===== config.mk =====
export PLATFORM = sky130hd
export DESIGN_NAME = conv_stream_controller
export DESIGN_NICKNAME = d
export VERILOG_FILES = /design/src/rtl/conv_stream_controller.sv
export SDC_FILE = /design/constraint.sdc
export NUM_CORES = 1
export LEC_CHECK = 0
export CAP_MARGIN = 20
export CORE_ASPECT_RATIO = 1.4
export CORE_MARGIN = 4
export CORE_UTILIZATION = 40
export DETAILED_ROUTE_END_ITERATION = 8
export PLACE_DENSITY = 0.77
export SYNTH_ARGS = -nofsm -noshare
export SYNTH_HDL_FRONTEND = slang
export SYNTH_SLANG_ARGS = --single-unit

===== constraint.sdc =====
create_clock -name clk -period 2.8 [get_ports clk]
set_clock_uncertainty 0.15 [all_clocks]
set_input_delay 0.28 -clock clk [delete_from_list [all_inputs] [get_ports clk]]
set_output_delay 0.28 -clock clk [all_outputs]
set_load 0.01 [all_outputs]

===== src/rtl/conv_stream_controller.sv =====
// conv_stream_controller
//
// Sequencing controller for a KxK convolver datapath. It pulses the weight
// write, meters a raster-order pixel stream into the datapath window, and
// tracks the row and column of each accepted pixel. A result is captured only
// when the window lies fully inside the current image. Captured results are
// offered on a valid/ready port. Output backpressure stalls the pixel stream,
// so no result is dropped.
//
// Ports:
//   clk          clock, rising edge
//   reset        asynchronous, active-low
//   start        one-cycle pulse that begins a frame (honoured in IDLE only)
//   pixel_in     upstream pixel
//   pixel_valid  upstream pixel valid
//   pixel_ready  pixel accepted this cycle when pixel_valid is also high
//   dp_write     weight-register write strobe (one cycle per frame)
//   dp_pixel     pixel forwarded to the datapath (= pixel_in)
//   dp_shift_en  datapath window shift enable (= pixel_valid & pixel_ready)
//   dp_result    datapath add result, combinational from its window
//   out_data     captured result
//   out_valid    out_data valid
//   out_ready    downstream accepts out_data
//   out_last     qualifies out_valid: last result of the frame
//   busy         controller is in any state other than IDLE
//   done         one-cycle pulse at the end of a frame
module conv_stream_controller #(
  parameter int unsigned DATA_WIDTH  = 16,
  parameter int unsigned KERNEL_SIZE = 5,
  parameter int unsigned IMAGE_SIZE  = 28
) (
  input  logic                  clk,
  input  logic                  reset,
  input  logic                  start,
  input  logic [DATA_WIDTH-1:0] pixel_in,
  input  logic                  pixel_valid,
  output logic                  pixel_ready,
  output logic                  dp_write,
  output logic [DATA_WIDTH-1:0] dp_pixel,
  output logic                  dp_shift_en,
  input  logic [DATA_WIDTH-1:0] dp_result,
  output logic [DATA_WIDTH-1:0] out_data,
  output logic                  out_valid,
  input  logic                  out_ready,
  output logic                  out_last,
  output logic                  busy,
  output logic                  done
);

  localparam int unsigned CW = (IMAGE_SIZE > 1) ? $clog2(IMAGE_SIZE) : 1;
  localparam logic [CW-1:0] WinMin  = CW'(KERNEL_SIZE - 1);
  localparam logic [CW-1:0] EdgeMax = CW'(IMAGE_SIZE - 1);

  typedef enum logic [1:0] {StIdle, StLoad, StStream, StDrain} state_e;

  state_e                state_q, state_d;
  logic [CW-1:0]         row_q, row_d;
  logic [CW-1:0]         col_q, col_d;
  logic                  cap_pend_q, cap_pend_d;
  logic                  cap_last_q, cap_last_d;
  logic [DATA_WIDTH-1:0] out_data_q, out_data_d;
  logic                  out_valid_q, out_valid_d;
  logic                  out_last_q, out_last_d;
  logic                  done_q, done_d;

  logic slot_free;
  logic capture;
  logic accept;
  logic in_window;
  logic at_last;

  // The output register can take a new result this cycle.
  assign slot_free = !out_valid_q || out_ready;
  assign capture   = cap_pend_q && slot_free;

  // A pending capture holds the stream until it can move into the output
  // register; otherwise its window would be shifted away.
  assign pixel_ready = (state_q == StStream) && (!cap_pend_q || slot_free);
  assign dp_shift_en = pixel_valid && pixel_ready;
  assign accept      = dp_shift_en;
  assign dp_pixel    = pixel_in;
  assign dp_write    = (state_q == StLoad);
  assign busy        = (state_q != StIdle);

  // Position refers to the pixel being accepted now; the window ending there
  // is complete only once KERNEL_SIZE-1 rows and columns precede it.
  assign in_window = (row_q >= WinMin) && (col_q >= WinMin);
  assign at_last   = (row_q == EdgeMax) && (col_q == EdgeMax);

  assign out_data  = out_data_q;
  assign out_valid = out_valid_q;
  assign out_last  = out_last_q;
  assign done      = done_q;

  always_comb begin
    state_d     = state_q;
    row_d       = row_q;
    col_d       = col_q;
    cap_pend_d  = cap_pend_q;
    cap_last_d  = cap_last_q;
    out_data_d  = out_data_q;
    out_valid_d = out_valid_q;
    out_last_d  = out_last_q;
    done_d      = 1'b0;

    // Capture samples dp_result before this edge's shift takes effect.
    if (capture) begin
      out_data_d  = dp_result;
      out_valid_d = 1'b1;
      out_last_d  = cap_last_q;
      cap_pend_d  = 1'b0;
    end else if (out_valid_q && out_ready) begin
      out_valid_d = 1'b0;
      out_last_d  = 1'b0;
    end

    // A same-edge accept re-arms cap_pend after the capture above cleared it.
    if (accept) begin
      if (in_window) begin
        cap_pend_d = 1'b1;
        cap_last_d = at_last;
      end
      if (col_q == EdgeMax) begin
        col_d = '0;
        row_d = (row_q == EdgeMax) ? '0 : row_q + 1'b1;
      end else begin
        col_d = col_q + 1'b1;
      end
    end

    unique case (state_q)
      StIdle: begin
        if (start) state_d = StLoad;
      end
      StLoad: begin
        state_d = StStream;
        row_d   = '0;
        col_d   = '0;
      end
      StStream: begin
        if (accept && at_last) state_d = StDrain;
      end
      StDrain: begin
        if (!cap_pend_q && slot_free) begin
          state_d = StIdle;
          done_d  = 1'b1;
        end
      end
      default: state_d = StIdle;
    endcase
  end

  always_ff @(posedge clk or negedge reset) begin
    if (!reset) begin
      state_q     <= StIdle;
      row_q       <= '0;
      col_q       <= '0;
      cap_pend_q  <= 1'b0;
      cap_last_q  <= 1'b0;
      out_data_q  <= '0;
      out_valid_q <= 1'b0;
      out_last_q  <= 1'b0;
      done_q      <= 1'b0;
    end else begin
      state_q     <= state_d;
      row_q       <= row_d;
      col_q       <= col_d;
      cap_pend_q  <= cap_pend_d;
      cap_last_q  <= cap_last_d;
      out_data_q  <= out_data_d;
      out_valid_q <= out_valid_d;
      out_last_q  <= out_last_d;
      done_q      <= done_d;
    end
  end

endmodule

[Yosys cells after proc, flatten, opt, wreduce, memory -nomap -nowiden]
Index checks and enable logic that the tools add are counted.
Word-level totals
  bits in registers: 33
  bits of input ports: 37
  output and inout port bits: 39
Operators by class
  add/subtract/negate cells: 2
  order comparisons: 2
  eq/ne operators: 8
  muxes and demuxes: 19
  reductions and logical operators: 20
Operator list (number)
  5-bit 2-to-1 mux: 7
  5-bit by 1-bit adder with 5-bit output (second input constant): 2
  5-bit == test (second input constant): 2
  5-bit by 3-bit greater-or-equal comparator with 1-bit output (second input constant): 2
  1-bit logical AND: 8
  1-bit 2-to-1 mux: 8
  2-bit one-hot mux with 4 select lines: 1
  2-bit nonzero test: 4
  2-bit 2-to-1 mux: 3
  2-bit == test (second input constant): 2
  2-bit inequality test (second input constant): 2
  2-bit AND reduction: 2
  3-bit AND reduction: 1
  2-bit by 1-bit == test with 1-bit output (second input constant): 1
  1-bit logical NOT: 2
  2-bit logical NOT: 1
  1-bit logical OR: 2
  2-bit by 1-bit inequality test with 1-bit output (second input constant): 1

[Longest topological paths before layout]
  depth in word-level cells: 8
  depth in mapped cells: 7
  depth with buffers taken out: 7

[Worst setup path after synthesis]
OpenSTA, ideal clock, no wires.
  path kind: register to register
  start: register state_q[0]
  end: register state_q[1]
  setup time: 128 ps
  data arrival time: 1562 ps
  data required time: 2522 ps
  setup slack: 960 ps
  stages on the path, launching flop included: 7
  buffers on the path: 0
  cell sequence: dfrtp_1 -> inv_1 -> ha_1 -> and2_2 -> nand4_2 -> a221oi_2 -> mux2_1
On the way
  cells in the longest elaborated chain, start to end: 6
  elaborated cells between the ends (all ways): 12
RTL lines
  start: declaration: line 56  | state_e state_q, state_d;
  start signal: assignment: line 155  | state_q <= StIdle;
  start signal: assignment: line 165  | state_q <= state_d;
  2-bit == test: line 78, 131
  1-bit logical AND: line 78  | assign pixel_ready = (state_q == StStream) && (!cap_pend_q || slot_free);
  1-bit logical AND: line 79  | assign dp_shift_en = pixel_valid && pixel_ready;
  1-bit logical AND: line 141  | if (accept && at_last) state_d = StDrain;
  2-bit by 1-bit inequality test with 1-bit output (no line)
  3-bit AND reduction (no line)
Parallel ways exist; a longest one is shown, timed or not.
A chain may end at the register's enable or synchronous reset.

[Worst setup path after layout]
  start: register state_q[0]
  end: output dp_shift_en
On the way
  cells in the longest elaborated chain, start to end: 3
RTL lines
  2-bit == test: line 78
  1-bit logical AND: line 78
  1-bit logical AND: line 79
  end: declaration: line 40  | output logic dp_shift_en,
No other way between the ends.

==> metrics.md <==
| Metric | Value |
|---|---|
| Status | finished clean |
| Wire length per cell | 13.30 um |
| Sequential group share of total power | 0.455 |
| DRC | 0 |
| H-tree Lvls | 2 |
| Hold Crit Class | in -> async |
| CTS Buf Count | 5 |
| Critical Path Source Type | flip-flop |
| Number of post-CTS setup repair buffers | 0 |
| Avg Inst Size Synth | roughly 11 um^2 |
| Post-CTS Resized | 0 |
| Cell Area, Placed | roughly 2100 um^2 |
| TritonCTS clock tree | built |
| Peak supply drop | 0.3831 mV |
| Clock latency on the worst-skew pair | 0.27 ns |
| Final weighted congestion in routability-driven placement | around 0.77 |
| Sw Pwr | ~350 uW |
| Die ar. | 5482 um^2 |
| Logic pwr share | 0.281 |
| Synth cell types | 38 |
| IO Pins | 76 |
| Final ANT Viol Nets | 0 |
| Core Area | roughly 4200 um^2 |
| Total power density per cell area | 550.6 nW/um^2 |
| Area delta synth->final | 25.32% |
| YS warnings | 0 |
| First-pass GRT wire length | around 5.6 mm |
| Final number of setup-violating endpoints | 0 |
| Post-DP HPWL | between 2 and 2.5 mm |
| Seq/Total Area, Yosys | 0.4748 |
| Overflow after GRT | 0 |
| DRT Pass-1 Iters | 3 |
| Seq cells post-synth | 33 |
| FP Rows | 28 |
| Fin nets | 232 |
| Starting Density | 0.4137 |
| Crit end category | primary output |
| RSZ-0062 raised after global routing | false |
| Root buf cell | clkbuf_8 |
| Final Power | 1200 uW |
| Part of the power in the clock network | 0.264 |
| Vias | about 1200 |
| Worst path required time | 2.37 ns |
| Slew headroom | 0.6896 |
| Leak | approximately 0.0011 uW |
| Crit Path Category | reg -> out |
| Layout cells sized above 1 | 0.1022 |
| Initial antenna violation count | 0 |
| Die H | 86.02 um |
| Largest net degree at the start of global routing | 34 |
| Worst-path clk slew | 0.06 ns |
| Final Critical Period | between 2 and 2.5 ns |
| Vias in the first global route | 1224 |
| Final setup TNS | 0 ns |
| Maximum clock insertion buffer count | 2 |
| Final Cell Area | between 2000 and 2500 um^2 |
| Die X | 63.73 um |
| Max Cap Violations | 0 |
| Final hold vios | 0 |
| Clock Sink Count | 33 |
| DRT Wirelength | 3.072 mm |
| Pins Over Slew Limit | 0 |
| FMAX | 405.9 MHz |
| PortBufs | 43 |
| Crit share post-route | 0.8798 |
| P_int | 855.0 uW |
| Slew @ Worst Pin | 0.4584 ns |
| Hold Buf Count CTS | 0 |
| # diodes | 0 |
| Synthesized instance count | 153 |
| Initial DRC Count | 18 |
| Gr usage total | 0.1289 |
| Maximum fanout along the worst path | 5 |
| Syn Std Cell Area | 1739 um^2 |
| Worst EP arrival | 2.03 ns |
| Syn_nets | 198 |
| Vias/cell | 5.074 |
| Sw frac | 0.2876 |
## through the flow
stage               hold slack [ns]    util  cells  setup WS, ns
floorplan                   -0.1656       -    153        0.9602
global placement             0.3242  0.5009    225        0.5645
detailed placement           0.3316  0.5009    225        0.5403
CTS                          0.2706  0.5185    231        0.3013
global route                 0.3066  0.5185    231        0.2162
finish                       0.2548  0.5185    231        0.3365
## registers in the layout, indices dropped and copies added (netlist names)
signal	cells
state_q	2
out_valid	1
row_q	5
out_last	1
cap_pend_q	1
out_data	16
cap_last_q	1
col_q	5
done	1
## layout make-up
class / instances / area, um^2
clock buffers: 5 / 68.82
fillers: 382 / 2024
well taps: 45 / 56.30
flip-flops and latches: 33 / 825.8
multi-input cells: 89 / 725.7
inverters: 12 / 45.04
clock inverters: 1 / 5.005
repair buffers: 46 / 452.9
## cell usage in the layout (no fill, tap or decap), types with 5 or more instances in the layout
| cell | count |
|---|---|
| a21oi_1 | 7 |
| mux2_1 | 18 |
| clkbuf_8 | 5 |
| clkdlybuf4s50_1 | 43 |
| inv_1 | 10 |
| or3_1 | 5 |
| nand2_1 | 11 |
| dfrtp_1 | 33 |
| nand3_1 | 5 |
| ha_1 | 8 |
## cell families after synthesis
group                      synth area share
DFF                                  0.4748
muxes                                0.1338
and+or+nand+nor                      0.1583
AOI/OAI and AO/OA                   0.06762
adders and majority gates           0.05756
buffers and inverters                0.1079
## critical path, stage by stage, from the launching register on
cell             delay (ns)
dfrtp_1                0.41
inv_1                  0.09
ha_1                   0.24
and2_2                 0.23
nand2_1                0.14
inv_2                  0.11
clkdlybuf4s50_1        0.53
## power by group through the flow
stage               clock, uW  combinational (uW)  sequential (uW)
floorplan                   0                 215              553
global placement            0                 339              554
CTS                       333                 345              546
global route              353                 378              554
detailed placement          0                 341              555
finish                    317                 337              546
## final timing paths
| kind | slack, ns | to | start | depth (start not counted) |
|---|---|---|---|---|
| setup / recovery | 0.34 | dp_shift_en | state_q[0] | 6 |
| hold / removal | 0.25 | state_q[1] | reset | 2 |
| setup reg to reg | 0.84 | state_q[1] | state_q[0] | 6 |
| hold reg to reg | 0.34 | out_data[1] | out_data[1] | 1 |
| max in group asynchronous | 1.94 | col_q[0] | reset | 2 |
| min in group clk | 0.34 | out_data[1] | out_data[1] | 1 |
## cell usage after synthesis, drive strengths merged
cell type	n	area (um^2)
dfrtp	33	825.8
buf	18	138.9
mux2	18	202.7
inv	11	41.29
nand2	11	41.29
ha	8	100.1
a21oi	7	35.03
nand3	6	35.03
or3	5	31.28
and2	4	26.28
nor2b	4	27.53
mux2i	3	30.03
o21ai	3	15.01
and4b	2	22.52
nand4	2	18.77
nor2	2	7.510
nor3	2	15.01
a211oi	1	7.510
a221oi	1	15.01
a32oi	1	8.760
a41o	1	10.01
and3b	1	8.760
clkbuf	1	3.750
clkinv	1	3.750
nand2b	1	6.260
nand3b	1	20.02
nand4b	1	8.760
o21a	1	7.510
o311ai	1	8.760
o32a	1	10.01
or2	1	6.260
## per-layer routing
metal / GRT usage / vias up / share of wire
li1: - / 580 / -
met1: 0.1423 / 549 / 0.41
met2: 0.2167 / 32 / 0.49
met3: 0.04718 / 11 / 0.063
met4: 0.06483 / 0 / 0.028
met5: 0 / - / 0
Note: power is estimated with default switching activity, not from simulation.
